==> config.mk <==
export PLATFORM = sky130hd
export DESIGN_NAME = dmem_arbiter
export DESIGN_NICKNAME = d
export VERILOG_FILES = /design/src/rtl/dmem_arb_pkg.sv /design/src/rtl/dmem_arbiter_rr_arb2.sv /design/src/rtl/dmem_arbiter.sv
export SDC_FILE = /design/constraint.sdc
export NUM_CORES = 1
export LEC_CHECK = 0
export BUFFER_PORTS_ARGS = -buffer_cell sky130_fd_sc_hd__buf_2
export CORE_AREA = 3 3 228 230
export DETAILED_ROUTE_END_ITERATION = 7
export DIE_AREA = 0 0 231 233
export MAX_ROUTING_LAYER = met4
export PLACE_DENSITY = 0.53
export SLEW_MARGIN = 20
export SYNTH_ARGS = -nofsm -noshare
export SYNTH_HDL_FRONTEND = slang
export SYNTH_SLANG_ARGS = --single-unit
export TNS_END_PERCENT = 100
==> constraint.sdc <==
create_clock -name clk -period 15 [get_ports clk]
set_input_delay 3 -clock clk [delete_from_list [all_inputs] [get_ports clk]]
set_output_delay 3 -clock clk [all_outputs]
set_load 0.05 [all_outputs]
==> src/rtl/dmem_arb_pkg.sv <==
// ============================================================================
// Package  : dmem_arb_pkg
// Brief    : Shared types and constants for the two-port data-memory arbiter.
// Revision : 1.0 - initial release
// ============================================================================
`default_nettype none

package dmem_arb_pkg;

  localparam int DEF_ADDR_W = 64;
  localparam int DEF_DATA_W = 64;

  localparam logic P0 = 1'b0;
  localparam logic P1 = 1'b1;

  typedef enum logic [1:0] {
    IDLE   = 2'd0,
    ACCESS = 2'd1,
    RESP   = 2'd2
  } state_t;

endpackage

`default_nettype wire

==> src/rtl/dmem_arbiter_rr_arb2.sv <==
// ============================================================================
// Module   : rr_arb2
// Brief    : Combinational two-way round-robin pick; the port not granted last
//            time wins a tie.
// Revision : 1.0 - initial release
// ============================================================================
`default_nettype none

module rr_arb2
  import dmem_arb_pkg::*;
(
  input  logic [1:0] req,
  input  logic       last_grant,
  output logic [1:0] gnt_onehot,
  output logic       any
);

  always_comb begin
    gnt_onehot = 2'b00;
    if (req == 2'b11) begin
      gnt_onehot = (last_grant == P0) ? 2'b10 : 2'b01;
    end else begin
      gnt_onehot = req;
    end
  end

  assign any = |req;

endmodule

`default_nettype wire

==> src/rtl/dmem_arbiter.sv <==
// ============================================================================
// Module   : dmem_arbiter
// Brief    : Shares a single-port 64-bit data memory between two requesters
//            with round-robin arbitration and fully registered memory controls.
//            Optional: define DMEM_ARB_ALIGN_CHECK_EN for misalignment errors.
// Revision : 1.0 - initial release
// ============================================================================
`default_nettype none

module dmem_arbiter
  import dmem_arb_pkg::*;
#(
  parameter int ADDR_W = DEF_ADDR_W,
  parameter int DATA_W = DEF_DATA_W
) (
  input  logic              clk,
  input  logic              rst,

  input  logic              m0_req,
  input  logic              m0_we,
  input  logic [ADDR_W-1:0] m0_addr,
  input  logic [DATA_W-1:0] m0_wdata,
  output logic              m0_gnt,
  output logic              m0_rvalid,
  output logic [DATA_W-1:0] m0_rdata,

  input  logic              m1_req,
  input  logic              m1_we,
  input  logic [ADDR_W-1:0] m1_addr,
  input  logic [DATA_W-1:0] m1_wdata,
  output logic              m1_gnt,
  output logic              m1_rvalid,
  output logic [DATA_W-1:0] m1_rdata,

`ifdef DMEM_ARB_ALIGN_CHECK_EN
  output logic              m0_err,
  output logic              m1_err,
`endif

  output logic [ADDR_W-1:0] mem_address,
  output logic [DATA_W-1:0] mem_WriteData,
  output logic              mem_MemWrite,
  output logic              mem_MemRead,
  input  logic [DATA_W-1:0] mem_ReadData
);

  state_t              r_state;
  logic                r_last_grant;
  logic                r_id;
  logic                r_we;
  logic                r_misaligned;

  logic [1:0]          w_req;
  logic [1:0]          w_gnt;
  logic                w_any;
  logic                w_idle;
  logic                w_win_id;
  logic                w_win_we;
  logic [ADDR_W-1:0]   w_win_addr;
  logic [DATA_W-1:0]   w_win_wdata;
  logic                w_win_mis;
  logic [DATA_W-1:0]   w_resp;

  assign w_req = {m1_req, m0_req};

  rr_arb2 u_rr_arb2 (
    .req        (w_req),
    .last_grant (r_last_grant),
    .gnt_onehot (w_gnt),
    .any        (w_any)
  );

  // Grants are combinational, so they are also forced low while reset is held.
  assign w_idle = (r_state == IDLE) && !rst;
  assign m0_gnt = w_idle && w_gnt[0];
  assign m1_gnt = w_idle && w_gnt[1];

  assign w_win_id    = w_gnt[1] ? P1 : P0;
  assign w_win_we    = (w_win_id == P1) ? m1_we    : m0_we;
  assign w_win_addr  = (w_win_id == P1) ? m1_addr  : m0_addr;
  assign w_win_wdata = (w_win_id == P1) ? m1_wdata : m0_wdata;

`ifdef DMEM_ARB_ALIGN_CHECK_EN
  assign w_win_mis = |w_win_addr[2:0];
`else
  assign w_win_mis = 1'b0;
`endif

  // Writes and rejected accesses answer with zero data.
  assign w_resp = (r_we || r_misaligned) ? '0 : mem_ReadData;

  always_ff @(posedge clk or posedge rst) begin
    if (rst) begin
      r_state       <= IDLE;
      r_last_grant  <= P1;
      r_id          <= P0;
      r_we          <= 1'b0;
      r_misaligned  <= 1'b0;
      mem_address   <= '0;
      mem_WriteData <= '0;
      mem_MemWrite  <= 1'b0;
      mem_MemRead   <= 1'b0;
      m0_rvalid     <= 1'b0;
      m1_rvalid     <= 1'b0;
      m0_rdata      <= '0;
      m1_rdata      <= '0;
`ifdef DMEM_ARB_ALIGN_CHECK_EN
      m0_err        <= 1'b0;
      m1_err        <= 1'b0;
`endif
    end else begin
      case (r_state)
        IDLE: begin
          if (w_any) begin
            r_id          <= w_win_id;
            r_last_grant  <= w_win_id;
            r_we          <= w_win_we;
            r_misaligned  <= w_win_mis;
            mem_address   <= w_win_addr;
            mem_WriteData <= w_win_wdata;
            mem_MemWrite  <= w_win_we && !w_win_mis;
            mem_MemRead   <= !w_win_we && !w_win_mis;
            r_state       <= ACCESS;
          end
        end
        ACCESS: begin
          mem_MemWrite <= 1'b0;
          mem_MemRead  <= 1'b0;
          if (r_id == P0) begin
            m0_rdata  <= w_resp;
            m0_rvalid <= 1'b1;
`ifdef DMEM_ARB_ALIGN_CHECK_EN
            m0_err    <= r_misaligned;
`endif
          end else begin
            m1_rdata  <= w_resp;
            m1_rvalid <= 1'b1;
`ifdef DMEM_ARB_ALIGN_CHECK_EN
            m1_err    <= r_misaligned;
`endif
          end
          r_state <= RESP;
        end
        RESP: begin
          m0_rvalid <= 1'b0;
          m1_rvalid <= 1'b0;
`ifdef DMEM_ARB_ALIGN_CHECK_EN
          m0_err    <= 1'b0;
          m1_err    <= 1'b0;
`endif
          r_state   <= IDLE;
        end
        default: r_state <= IDLE;
      endcase
    end
  end

endmodule

`default_nettype wire

==> run_results.csv <==
group,metric,value,unit
run_status,outcome,"finished clean",
setup_path,cp_common_cell,"buf_2",
global_route,grt_usage,14.0,%
layout,final_area,16700,um^2
floorplanning,row_count,82,
yosys,yosysWarnings,0,
setup_path,worstSetupStartpoint,"m1_req",
yosys,synth.top_cell.area_share,54.2,%
yosys,syn_inst,933,
clock_tree,cts_tree,"done",
routing,vias_per_cell,4.15,
yosys,ys_ff_latch,265,
yosys,yosysSeqAreaShare,54.4,%
routing,drc_errors,0,
yosys,synthSimpleGateAreaFrac,6.38,%
setup_path,worstPathMaxFanout,4,
routing,vias,9149,
setup_path,path_buf_inv,2,
yosys,synth-compound-area-share,5.69,%
routing,ant_nets,0,
setup_path,cp_top_family,"buffers and inverters",
setup_path,cp.arrival,4180,ps
timing,rsz0062_at_grt,"false",
hold_path,min-delay-start,"m0_rdata[35]",
timing,report.final.hold_viol_count,0,
clock_tree,ctsResizeCount,0,
clock_tree,clkTransAtPathRegs,60,ps
yosys,yosys.area.top_type,"dfrtp_1",
setup_path,required,12000,ps
pwr,design_power_total,4.48,mW
pwr,switching_share,50.6,%
clock_tree,clock_latency,580,ps
setup_path,cp_slowest_cell,"nor3_1",
clock_tree,cts_made_buffers,31,
hold_path,min_delay_path_depth,2,
placement,gp_congestion,0.919,
timing,drv_slew,0,
pwr,power.internal,2.21,mW
setup_path,worst_r2r_path_depth,6,
timing,fin_tns_setup,0,ps
placement,port_buffers,587,
pwr,seq_power_share,27.3,%
placement,placed_cell_area,15600,um^2
floorplanning,die_w,231,um
global_route,first_global_vias,9493,
pwr,clkPwrFrac,17.0,%
clock_tree,postCtsHoldBufs,0,
yosys,synth.area.mux_share,29.7,%
layout,nets,1824,
yosys,ys_types,27,
pwr,p_sw,2.27,mW
setup_path,critPathMaxStageDelay,500,ps
clock_tree,clk_path_buf_depth,3,
layout,syn_to_final_growth,36.9,%
yosys,synth-edff-count,0,
routing,drtIter0Drc,272,
yosys,synthTopCellsByArea,"dfrtp_1 (54%), mux2_4 (22%), mux2_2 (7.4%), nand2_1 (5.9%), o21ai_0 (5.4%)",
layout,nFillCells,5155,
timing,min_period,7180,ps
yosys,syn_avg_cell_area,13.1,um^2
clock_tree,root_buffer,"clkbuf_16",
yosys,synth-xor-area-share,0,%
floorplanning,die_h,233,um
yosys,async_flop_share,100,%
yosys,synth_fa_ha_area_share,0,%
timing,max-slew-margin-rel,29.1,%
timing,tightest_slew,1060,ps
setup_path,r2r-end,"mem_address[25]",
yosys,netlist_area,12200,um^2
floorplanning,io_pins,588,
pwr,p_leak,8.69,nW
clock_tree,clkSinkCount,265,
global_route,antenna_found_initial,13,
yosys,synth_fp_nets,1259,
setup_path,cp_cell_sequence,"buf_2 -> a21boi_0 -> nor3_1 -> buf_2",
layout,final_layout_size_suffix_gt1_share,60.2,%
floorplanning,die_area,53800,um^2
timing,post-route-period-util,47.9,%
setup_path,startpoint_type,"primary input",
setup_path,timing.rr.start,"r_last_grant",
pwr,max-vdd-ir-drop,0.144,mV
pwr,powerDensity,269,nW/um^2
global_route,gr-total-overflow,0,
pwr,comb_power_share,55.7,%
floorplanning,initial_core_util,24.3,%
setup_path,reg2reg_slack,11350,ps
routing,drt-total-wl,38.7,mm
timing,setup-violations-final,0,
global_route,grt_max_degree,172,
clock_tree,postCtsSetupBuffers,0,
routing,avgRoutedWirePerCell,17.6,um
setup_path,crit_type,"primary input to primary output",
flow_run,drv_cap,0,
setup_path,crit_path_end_kind,"primary output",
floorplanning,core,50100,um^2
placement,dp_hpwl,29.9,mm
timing,skew,12.4,ps
hold_path,hold_path_class,"flip-flop to flip-flop",
layout,post-route-util,33.3,%
hold_path,hold_path_end,"m0_rdata[35]",
yosys,synth_top_family_by_area,"multiplexers",
routing,dr.pass1.iters,4,
timing,timing.fmax,139,MHz
yosys,synthFlopType,"dfrtp_1",
clock_tree,h-tree-depth,1,
global_route,grt_pass1_wl,57.1,mm
## through the flow
step	hold slack [ps]	std cells	setup slack [ps]
2_1_floorplan	532	933	2460
3_3_place_gp	457	2137	7760
3_5_place_dp	465	2137	7770
4_1_cts	478	2194	7770
5_1_grt	495	2203	7700
6_report	472	2203	7820
## layout make-up
cell class	instances	area [um^2]	area share [%]
flip-flops and latches	265	6630	39.7
multi-input cells	599	5090	30.5
repair buffers	595	3010	18.0
clock buffers	39	876	5.25
well taps	672	841	5.04
clock inverters	18	178	1.06
inverters	6	35.0	0.210
diodes	9	22.5	0.135
## worst max-delay path by stage
stage / cells after the start / endpoint
after floorplan: 2 / m1_gnt
after global placement: 4 / m0_gnt
after detailed placement: 4 / m1_gnt
after CTS: 4 / m0_gnt
after global routing: 4 / m0_gnt
final: 4 / m0_gnt
## kinds of logic after synthesis
kind of cell    Yosys count
mux                     262
buf+inv                  69
flops                   265
compound gates          135
simple gates            202
## sequential cells by signal, summed over array words and instances (netlist names)
register / flops
r_we: 1
r_id: 1
mem_MemWrite: 1
r_state: 2
mem_MemRead: 1
m0_rvalid: 1
m0_rdata: 64
mem_address: 64
m1_rvalid: 1
m1_rdata: 64
mem_WriteData: 64
r_last_grant: 1
## Yosys cell counts (2+ instances only)
library cell  instances
buf_12                5
buf_2                12
buf_4                 8
buf_6                 2
buf_8                 6
clkbuf_1             29
dfrtp_1             264
inv_1                 5
mux2_2               80
mux2_4              179
mux2i_1               3
nand2_1             193
nor2_1                2
o21ai_0             132
## per-layer routing
layer / GRT usage (%) / wire length (um)
met5: - / 0
met2: 24.0 / 19100
met4: 3.85 / 1090
met3: 3.75 / 3070
met1: 16.4 / 15400
## power by group through the flow
| stage | clock [mW] | sequential, mW | combinational (mW) |
|---|---|---|---|
| finish | 0.762 | 1.22 | 2.50 |
| global route | 0.819 | 1.27 | 2.63 |
| CTS | 0.792 | 1.23 | 2.54 |
| detailed placement | 0 | 1.24 | 2.54 |
| global placement | 0 | 1.23 | 2.51 |
| floorplan | 0 | 2.35 | 0.795 |
## cell usage in the layout, fill, tap and decap left out, drive strengths merged
master    instances
dfstp             1
a21boi            1
mux2i             3
nand3b            1
buf             595
clkbuf           39
o21ai           133
dfrtp           264
clkinvlp          3
diode             9
nor2              2
nand2           193
and3              1
and2              1
or3b              1
nand2b            1
bufinv            2
nor2b             1
a21bo             1
mux2            259
inv               8
clkinv           11
nor3              1
## tightest hold or removal path, cell delays in order, from the launching register on
cell     delay [ps]
dfrtp_1         340
nand2_1          40
o21ai_0          60
Note: power is estimated with default switching activity, not from simulation.
